**src/rtl/led_indicator.sv**
```systemverilog
// Multi-channel LED driver: global PWM brightness, shared phase-aligned blink
// timebase, and a per-channel one-shot flash sequencer.
module led_indicator #(
   parameter int NUM         = 2,
   parameter int PWM_WIDTH   = 8,
   parameter int BLINK_DEPTH = 22,
   parameter int FLASH_DEPTH = 20
) (
   input  logic                 clk_i,
   input  logic                 rst_n_i,
   input  logic [2*NUM-1:0]     mode_i,
   input  logic [NUM-1:0]       flash_i,
   input  logic [PWM_WIDTH-1:0] brightness_i,
   output logic [NUM-1:0]       led_o,
   output logic [NUM-1:0]       busy_o
);

   typedef enum logic [1:0] {
      IDLE      = 2'd0,
      FLASH_ON  = 2'd1,
      FLASH_OFF = 2'd2
   } flash_state_t;

   localparam logic [1:0] MODE_OFF        = 2'd0;
   localparam logic [1:0] MODE_ON         = 2'd1;
   localparam logic [1:0] MODE_BLINK_SLOW = 2'd2;
   localparam logic [1:0] MODE_BLINK_FAST = 2'd3;

   logic [PWM_WIDTH-1:0]   pwm_cnt_reg;
   logic [PWM_WIDTH-1:0]   bri_reg;
   logic [BLINK_DEPTH-1:0] blink_cnt_reg;
   logic                   pwm_on;
   logic                   slow_phase;
   logic                   fast_phase;

   // Brightness is only sampled at the period boundary so a duty change never
   // produces a truncated or stretched pulse.
   always_ff @(posedge clk_i or negedge rst_n_i) begin
      if (!rst_n_i) begin
         pwm_cnt_reg   <= '0;
         bri_reg       <= '0;
         blink_cnt_reg <= '0;
      end else begin
         pwm_cnt_reg   <= pwm_cnt_reg + 1'b1;
         blink_cnt_reg <= blink_cnt_reg + 1'b1;
         if (&pwm_cnt_reg) begin
            bri_reg <= brightness_i;
         end
      end
   end

   // Full-scale brightness must be solidly on, which the compare alone cannot give.
   assign pwm_on     = (&bri_reg) ? 1'b1 : (pwm_cnt_reg < bri_reg);
   assign slow_phase = blink_cnt_reg[BLINK_DEPTH-1];
   assign fast_phase = blink_cnt_reg[BLINK_DEPTH-3];

   generate
      for (genvar gi = 0; gi < NUM; gi++) begin : g_chan
         flash_state_t           state_reg, state_next;
         logic [FLASH_DEPTH-1:0] flash_cnt_reg, flash_cnt_next;
         logic                   raw;
         logic                   led_reg;
         logic [1:0]             mode;

         assign mode = mode_i[2*gi +: 2];

         // The counter rolls over to zero exactly when the state advances.
         always_comb begin
            state_next     = state_reg;
            flash_cnt_next = '0;
            case (state_reg)
               IDLE: begin
                  if (flash_i[gi]) begin
                     state_next = FLASH_ON;
                  end
               end
               FLASH_ON: begin
                  flash_cnt_next = flash_cnt_reg + 1'b1;
                  if (&flash_cnt_reg) begin
                     state_next = FLASH_OFF;
                  end
               end
               FLASH_OFF: begin
                  flash_cnt_next = flash_cnt_reg + 1'b1;
                  if (&flash_cnt_reg) begin
                     state_next = IDLE;
                  end
               end
               default: begin
                  state_next = IDLE;
               end
            endcase
         end

         always_comb begin
            raw = 1'b0;
            case (state_reg)
               FLASH_ON:  raw = 1'b1;
               FLASH_OFF: raw = 1'b0;
               default: begin
                  case (mode)
                     MODE_OFF:        raw = 1'b0;
                     MODE_ON:         raw = 1'b1;
                     MODE_BLINK_SLOW: raw = slow_phase;
                     MODE_BLINK_FAST: raw = fast_phase;
                     default:         raw = 1'b0;
                  endcase
               end
            endcase
         end

         always_ff @(posedge clk_i or negedge rst_n_i) begin
            if (!rst_n_i) begin
               state_reg     <= IDLE;
               flash_cnt_reg <= '0;
               led_reg       <= 1'b0;
            end else begin
               state_reg     <= state_next;
               flash_cnt_reg <= flash_cnt_next;
               led_reg       <= raw & pwm_on;
            end
         end

         assign led_o[gi]  = led_reg;
         assign busy_o[gi] = (state_reg != IDLE);
      end
   endgenerate

endmodule
```
**config.mk**
```make
export PLATFORM = sky130hd
export DESIGN_NAME = led_indicator
export DESIGN_NICKNAME = d
export VERILOG_FILES = /design/src/rtl/led_indicator.sv
export SDC_FILE = /design/constraint.sdc
export NUM_CORES = 1
export LEC_CHECK = 0
export CORE_MARGIN = 2
export CORE_UTILIZATION = 40
export DETAILED_ROUTE_END_ITERATION = 10
export HOLD_SLACK_MARGIN = 0.15
export PLACE_DENSITY_LB_ADDON = 0.12
export SLEW_MARGIN = 10
export SYNTH_ARGS = -nofsm -noshare
export SYNTH_HDL_FRONTEND = slang
export SYNTH_SLANG_ARGS = --single-unit
```
**constraint.sdc**
```tcl
create_clock -name clk_i -period 4.4 [get_ports clk_i]
set_input_delay 0.88 -clock clk_i [delete_from_list [all_inputs] [get_ports clk_i]]
set_output_delay 0.88 -clock clk_i [all_outputs]
set_load 0.1 [all_outputs]
```
==> impl_metrics.json, run 1 <==
{
  "r2r-end": "g_chan[1].state_reg[1]$_DFFE_PN0P_",
  "tns_ns": 0,
  "hold_path_depth": 1,
  "drive_above_1_share_pct": 8.28,
  "clock-sinks": 84,
  "synthCells": 408,
  "fmax_mhz": 317,
  "io_pins": 20,
  "ys_warn_count": 0,
  "coreArea_um2": 10300,
  "drc_errors": 0,
  "synth_top_family_by_area": "simple AND/OR/NAND/NOR gates",
  "crit_path_max_incr_delay_ns": 1.12,
  "tightest_slew_ns": 0.963,
  "grt_start_max_net_pins": 62,
  "die_area_um2": 11500,
  "syn-cell-area_um2": 4260,
  "rows": 37,
  "crit_arrival_ns": 2.28,
  "hold_class": "register to register",
  "preCtsSetupSlack_ns": 1.63,
  "yosys.area_share.adder_pct": 5.88,
  "finalWorstSetupSlack_ns": 1.24,
  "drt_first_iter_violations": 109,
  "ant_nets": 0,
  "cts_resized": 0,
  "setup_viol": 0,
  "synth-edff-count": 0,
  "crit_path_start_kind": "register",
  "synth_async_sr_flop_share_pct": 100,
  "largest_reg_flops": 40,
  "crit_type": "register to output pin",
  "via_per_inst": 5.14,
  "start_util_pct": 41.2,
  "timing.final.crit_share_pct": 71.7,
  "hold_violations": 0,
  "synth_xor_area_share_pct": 10.9,
  "dieHeight_um": 107,
  "syn_area_per_cell_um2": 10.4,
  "crit_family": "buffers and inverters",
  "synth_area_leaders": "dfrtp_1 49%, xnor2_1 6.0%, ha_1 5.9%, xor2_1 4.9%, nor2_1 3.9%",
  "cp.required_ns": 3.52,
  "critPathSlowestCell": "clkdlybuf4s50_1",
  "whs_ns": 0.474,
  "grt_pass1_vias": 2959,
  "synthesis.nets": 444,
  "crit_buf_inv": 3,
  "synth_top_area_share_pct": 49.4,
  "slew-limit-headroom_pct": 35.6,
  "numCtsBuffers": 9,
  "cp-end-kind": "output pin",
  "worstReg2RegStart": "g_chan[1].flash_cnt_reg[0]$_DFF_PN0_",
  "power_density_nw_per_um2": 285,
  "r2r_setup_slack_ns": 2.42,
  "antenna_cells": 0,
  "critPathLaunch": "g_chan[1].state_reg[0]$_DFFE_PN0P_",
  "yosys.area_share.simple_pct": 22.1,
  "gp_congestion": 0.751,
  "min-delay-start": "g_chan[1].flash_cnt_reg[0]$_DFF_PN0_",
  "netlist-cell-type-count": 44,
  "max-cap-violations": 0,
  "critical_path.cell_chain": "inv_1 > ha_1 > inv_1 > clkdlybuf4s50_1",
  "hold_path_end": "g_chan[1].flash_cnt_reg[0]$_DFF_PN0_",
  "leakagePower_nw": 2.16,
  "clk_pin_slew_ns": 0.07,
  "overflow": 0,
  "synth_top_area_cell": "dfrtp_1",
  "ir_worst_vdd_uv": 171,
  "first_pass_iters": 4,
  "synth_compound_area_share_pct": 5.50,
  "ys.flop_type": "dfrtp_1",
  "hpwl_mm": 5.24,
  "io_buffers": 19,
  "cts_tree": "built",
  "post_drt_wl_per_cell_um": 13.3,
  "fillers": 976,
  "wirelength_mm": 7.57,
  "clk_latency_ns": 0.36,
  "postCtsHoldBufs": 0,
  "final_util_pct": 46.3,
  "rsz0062_at_grt": "no",
  "slew_violations": 0,
  "cts-root-buf": "clkbuf_8",
  "fin_crit_ns": 3.16,
  "grtUsageTotal_pct": 15.2,
  "ys_ff_latch": 84,
  "finalClockSkew_ns": 0.00751,
  "cts_max_level": 3,
  "area_delta_synth_final_pct": 12.3,
  "die_w_um": 107,
  "path_max_fanout": 5,
  "ys_seq_area_share_pct": 49.4,
  "cts_setup_buffers": 0,
  "outcome": "completed",
  "reg2reg_depth": 5,
  "vias": 2935,
  "antenna_found_initial": 0,
  "num-nets-final": 466,
  "grt_pass1_wl_mm": 13.8,
  "clockBufferDepth": 2,
  "muxShareOfSynthArea_pct": 2.82,
  "cp_common_cell": "inv_1"
}
## how the worst max path moves through the flow
stage          slack [ns]        end  cells after the start
2_1_floorplan        2.26  busy_o[1]                      3
3_3_place_gp         1.65  busy_o[1]                      4
3_5_place_dp         1.63  busy_o[1]                      4
4_1_cts              1.22  busy_o[1]                      4
5_1_grt              1.13  busy_o[1]                      4
6_report             1.24  busy_o[1]                      4
## through the flow
step / instances / area [um2] / total power [mW]
global route: 571 / 4780 / 1.43
detailed placement: 555 / 4580 / 0.819
global placement: 555 / 4580 / 0.819
floorplan: 408 / 4260 / 0.788
finish: 571 / 4780 / 1.36
CTS: 571 / 4780 / 1.39
## cell usage after synthesis (2+ instances only)
master and instances:
a311oi_1 3, nand2_1 19, a211oi_1 2, mux2_2 8, clkbuf_1 4, nand4_2 3, or3_1 6, o21ai_0 7
dfrtp_1 84, nand4_1 22, o31ai_1 3, xor2_1 24, o211ai_1 3, xnor2_1 29, and2_1 3, a21oi_1 14
nor2_1 44, nand2b_1 7, inv_1 25, or4_1 2, and3_1 7, ha_1 20, nand3_1 26, mux2i_1 3
nor3_1 10, and4_1 5, nor4_4 2, nor4_1 5, buf_4 3
## where the power goes
group	switching (mW)	internal, mW
logic	0.0178	0.0124
clock network	0.270	0.292
registers	0	0.771
## cell families (layout without fill, tap and decap cells)
family	count (synthesis)	in the layout
AO/OA/AOI/OAI	37	37
XOR/XNOR	53	53
adder cells (fa/ha/maj)	20	20
AND/OR/NAND/NOR	168	168
buffers and inverters	35	62
flip-flops	84	84
multiplexers	11	11
## layer usage
layer / up-vias / share of wire (%) / track usage (%)
met1: 1411 / 50 / 20.9
met2: 48 / 45 / 22.9
li1: 1466 / - / -
met5: - / 0 / 0
met3: 10 / 3.9 / 4.62
met4: 0 / 1.2 / 4.82
## cell usage in the layout (no fill, tap or decap), types with 8 or more instances in the layout
cell type | netlist | layout
mux2_2 | 8 | 8
nor2_1 | 44 | 44
clkbuf_8 | 0 | 11
inv_1 | 25 | 25
xnor2_1 | 29 | 29
a21oi_1 | 14 | 14
nor3_1 | 10 | 10
dfrtp_1 | 84 | 84
ha_1 | 20 | 20
xor2_1 | 24 | 24
nand4_1 | 22 | 22
nand3_1 | 26 | 26
clkdlybuf4s50_1 | 0 | 18
nand2_1 | 19 | 19
## area by class of cell
type / instances / area (um2) / share of cell area [%]
Clock buffer: 12 / 155 / 3.25
Clock inverter: 4 / 47.5 / 0.995
Inverter: 26 / 97.6 / 2.04
Multi-Input combinational cell: 289 / 2010 / 42.1
Sequential cell: 84 / 2100 / 44.0
Tap cell: 136 / 170 / 3.56
Timing Repair Buffer: 20 / 195 / 4.08
Note: power is estimated with default switching activity, not from simulation.
==> run 2: changes to the inputs <==
==> constraint.sdc (replaced) <==
create_clock -name clk_i -period 2.58 [get_ports clk_i]
set_input_delay 0.516 -clock clk_i [delete_from_list [all_inputs] [get_ports clk_i]]
set_output_delay 0.516 -clock clk_i [all_outputs]
set_load 0.1 [all_outputs]
==> impl_metrics.json, run 2 (synthesis gave the netlist of run 1 again) <==
{
  "drt_first_iter_violations": 89,
  "cp.required_ns": 2.06,
  "ant_nets": 0,
  "cts_max_level": 3,
  "mostFrequentLayoutCells": "84 x dfrtp_1, 44 x nor2_1, 29 x xnor2_1",
  "power_frac_clock_pct": 39.1,
  "whs_ns": 0.477,
  "outcome": "completed",
  "rsz0062_at_grt": "no",
  "io_pins": 20,
  "clk_pin_slew_ns": 0.08,
  "power.sequential.fraction_pct": 58.4,
  "grtUsageTotal_pct": 14.4,
  "area_delta_synth_final_pct": 12.1,
  "grt_start_max_net_pins": 58,
  "cts-root-buf": "clkbuf_8",
  "clockBufferDepth": 2,
  "cts_tree": "built",
  "clock-sinks": 84,
  "start_util_pct": 41.2,
  "grt_pass1_wl_mm": 13.2,
  "regArea_um2": 2100,
  "die_w_um": 107,
  "path_max_fanout": 5,
  "p_int_mw": 1.70,
  "cts_resized": 0,
  "num-nets-final": 467,
  "wirelength_mm": 7.43,
  "via_per_inst": 5.12,
  "finalClockSkew_ns": 0.0131,
  "crit_arrival_ns": 1.45,
  "vias": 2926,
  "total_power_mw": 2.25,
  "die_area_um2": 11500,
  "first_pass_iters": 4,
  "timing.final.crit_share_pct": 76.2,
  "grt_pass1_vias": 2845,
  "crit_path_start_kind": "register",
  "dieHeight_um": 107,
  "setup_viol": 0,
  "clk_latency_ns": 0.37,
  "final_util_pct": 46.2,
  "combPwrFrac_pct": 2.4,
  "hold_class": "register to register",
  "drc_errors": 0,
  "slew-limit-headroom_pct": 55.3,
  "power_density_nw_per_um2": 472,
  "final_common_cell": "dfrtp_1",
  "antenna_cells": 0,
  "leakagePower_nw": 2.15,
  "overflow": 0,
  "fillers": 970,
  "rows": 37,
  "place_area_um2": 4580,
  "multi_input_area_um2": 2010,
  "drive_above_1_share_pct": 9.40,
  "cp-end-kind": "output pin",
  "numCtsBuffers": 9,
  "hold_violations": 0,
  "crit_type": "register to output pin",
  "post_drt_wl_per_cell_um": 13.0,
  "io_buffers": 19,
  "gp_congestion": 0.816,
  "fin_crit_ns": 1.97,
  "max-cap-violations": 0,
  "antenna_found_initial": 0,
  "slew_violations": 0,
  "tns_ns": 0,
  "switchingPower_uw": 549,
  "fmax_mhz": 509,
  "largest_reg_flops": 40,
  "tightest_slew_ns": 0.664,
  "ir_worst_vdd_uv": 359,
  "hpwl_mm": 5.22,
  "netSwitchingFraction_pct": 24.4,
  "stdcell_area_um2": 4770,
  "coreArea_um2": 10300
}
==> run 2: cell count changes in the layout (fill, tap and decap cells not counted), moves of 2 or more <==
cell / change
clkdlybuf4s50_1: -4
inv_6: +4
buf_4: +3
clkbuf_8: -2
clkinv_2: -2
clkinvlp_4: +2
==> run 2: per-layer routing <==
layer	global-route usage, %	vias to the layer above	wire length [um]
li1	-	1471	-
met2	22.3	42	3420
met4	5.38	0	114
met5	0	-	0
met1	19.2	1403	3640
met3	3.83	10	253
==> run 2: layout make-up <==
cell class / count / area share [%]
clock inverters: 7 / 1.21
repair buffers: 21 / 4.35
well taps: 136 / 3.57
clock buffers: 9 / 2.60
inverters: 26 / 2.05
multi-input cells: 289 / 42.2
flip-flops and latches: 84 / 44.1
==> run 2: worst paths after layout <==
path                                                      start                              endpoint  slack, ns  cells after the start
hold reg to reg            g_chan[1].flash_cnt_reg[0]$_DFF_PN0_  g_chan[1].flash_cnt_reg[0]$_DFF_PN0_       0.48                      1
setup reg to reg           g_chan[1].flash_cnt_reg[0]$_DFF_PN0_    g_chan[1].state_reg[1]$_DFFE_PN0P_       0.63                      5
min in group asynchronous                               rst_n_i           blink_cnt_reg[12]$_DFF_PN0_       0.61                      2
max in group asynchronous                               rst_n_i              pwm_cnt_reg[4]$_DFF_PN0_       1.35                      3
hold / removal             g_chan[1].flash_cnt_reg[0]$_DFF_PN0_  g_chan[1].flash_cnt_reg[0]$_DFF_PN0_       0.48                      1
setup / recovery             g_chan[1].state_reg[0]$_DFFE_PN0P_                             busy_o[1]       0.61                      4
==> run 2: power by group through the flow <==
stage	sequential (mW)	clock, mW	combinational, mW
3_3_place_gp	1.34	0	0.0564
2_1_floorplan	1.34	0	0.00132
6_report	1.32	0.881	0.0548
4_1_cts	1.32	0.927	0.0585
5_1_grt	1.32	0.977	0.0632
3_5_place_dp	1.34	0	0.0573
==> run 2: worst max-delay path, cell delays in order, from the launching register on <==
cell and delay (ns):
dfrtp_1 0.43, inv_1 0.10, ha_1 0.23, inv_1 0.06
buf_4 0.28
==> run 2: timing repair <==
item | in CTS | in global routing
hold buffers | 1 | 0
hold endpoints to repair | 27 | 0
endpoints found under the setup margin | 0 | 0
buffers inserted | 0 | 0
==> run 2: per-stage QoR <==
| stage | worst slack (ns) | std cells |
|---|---|---|
| after floorplan | 0.800 | 408 |
| after detailed placement | 0.597 | 555 |
| after global routing | 0.487 | 572 |
| after global placement | 0.634 | 555 |
| after CTS | 0.589 | 572 |
| final | 0.614 | 572 |
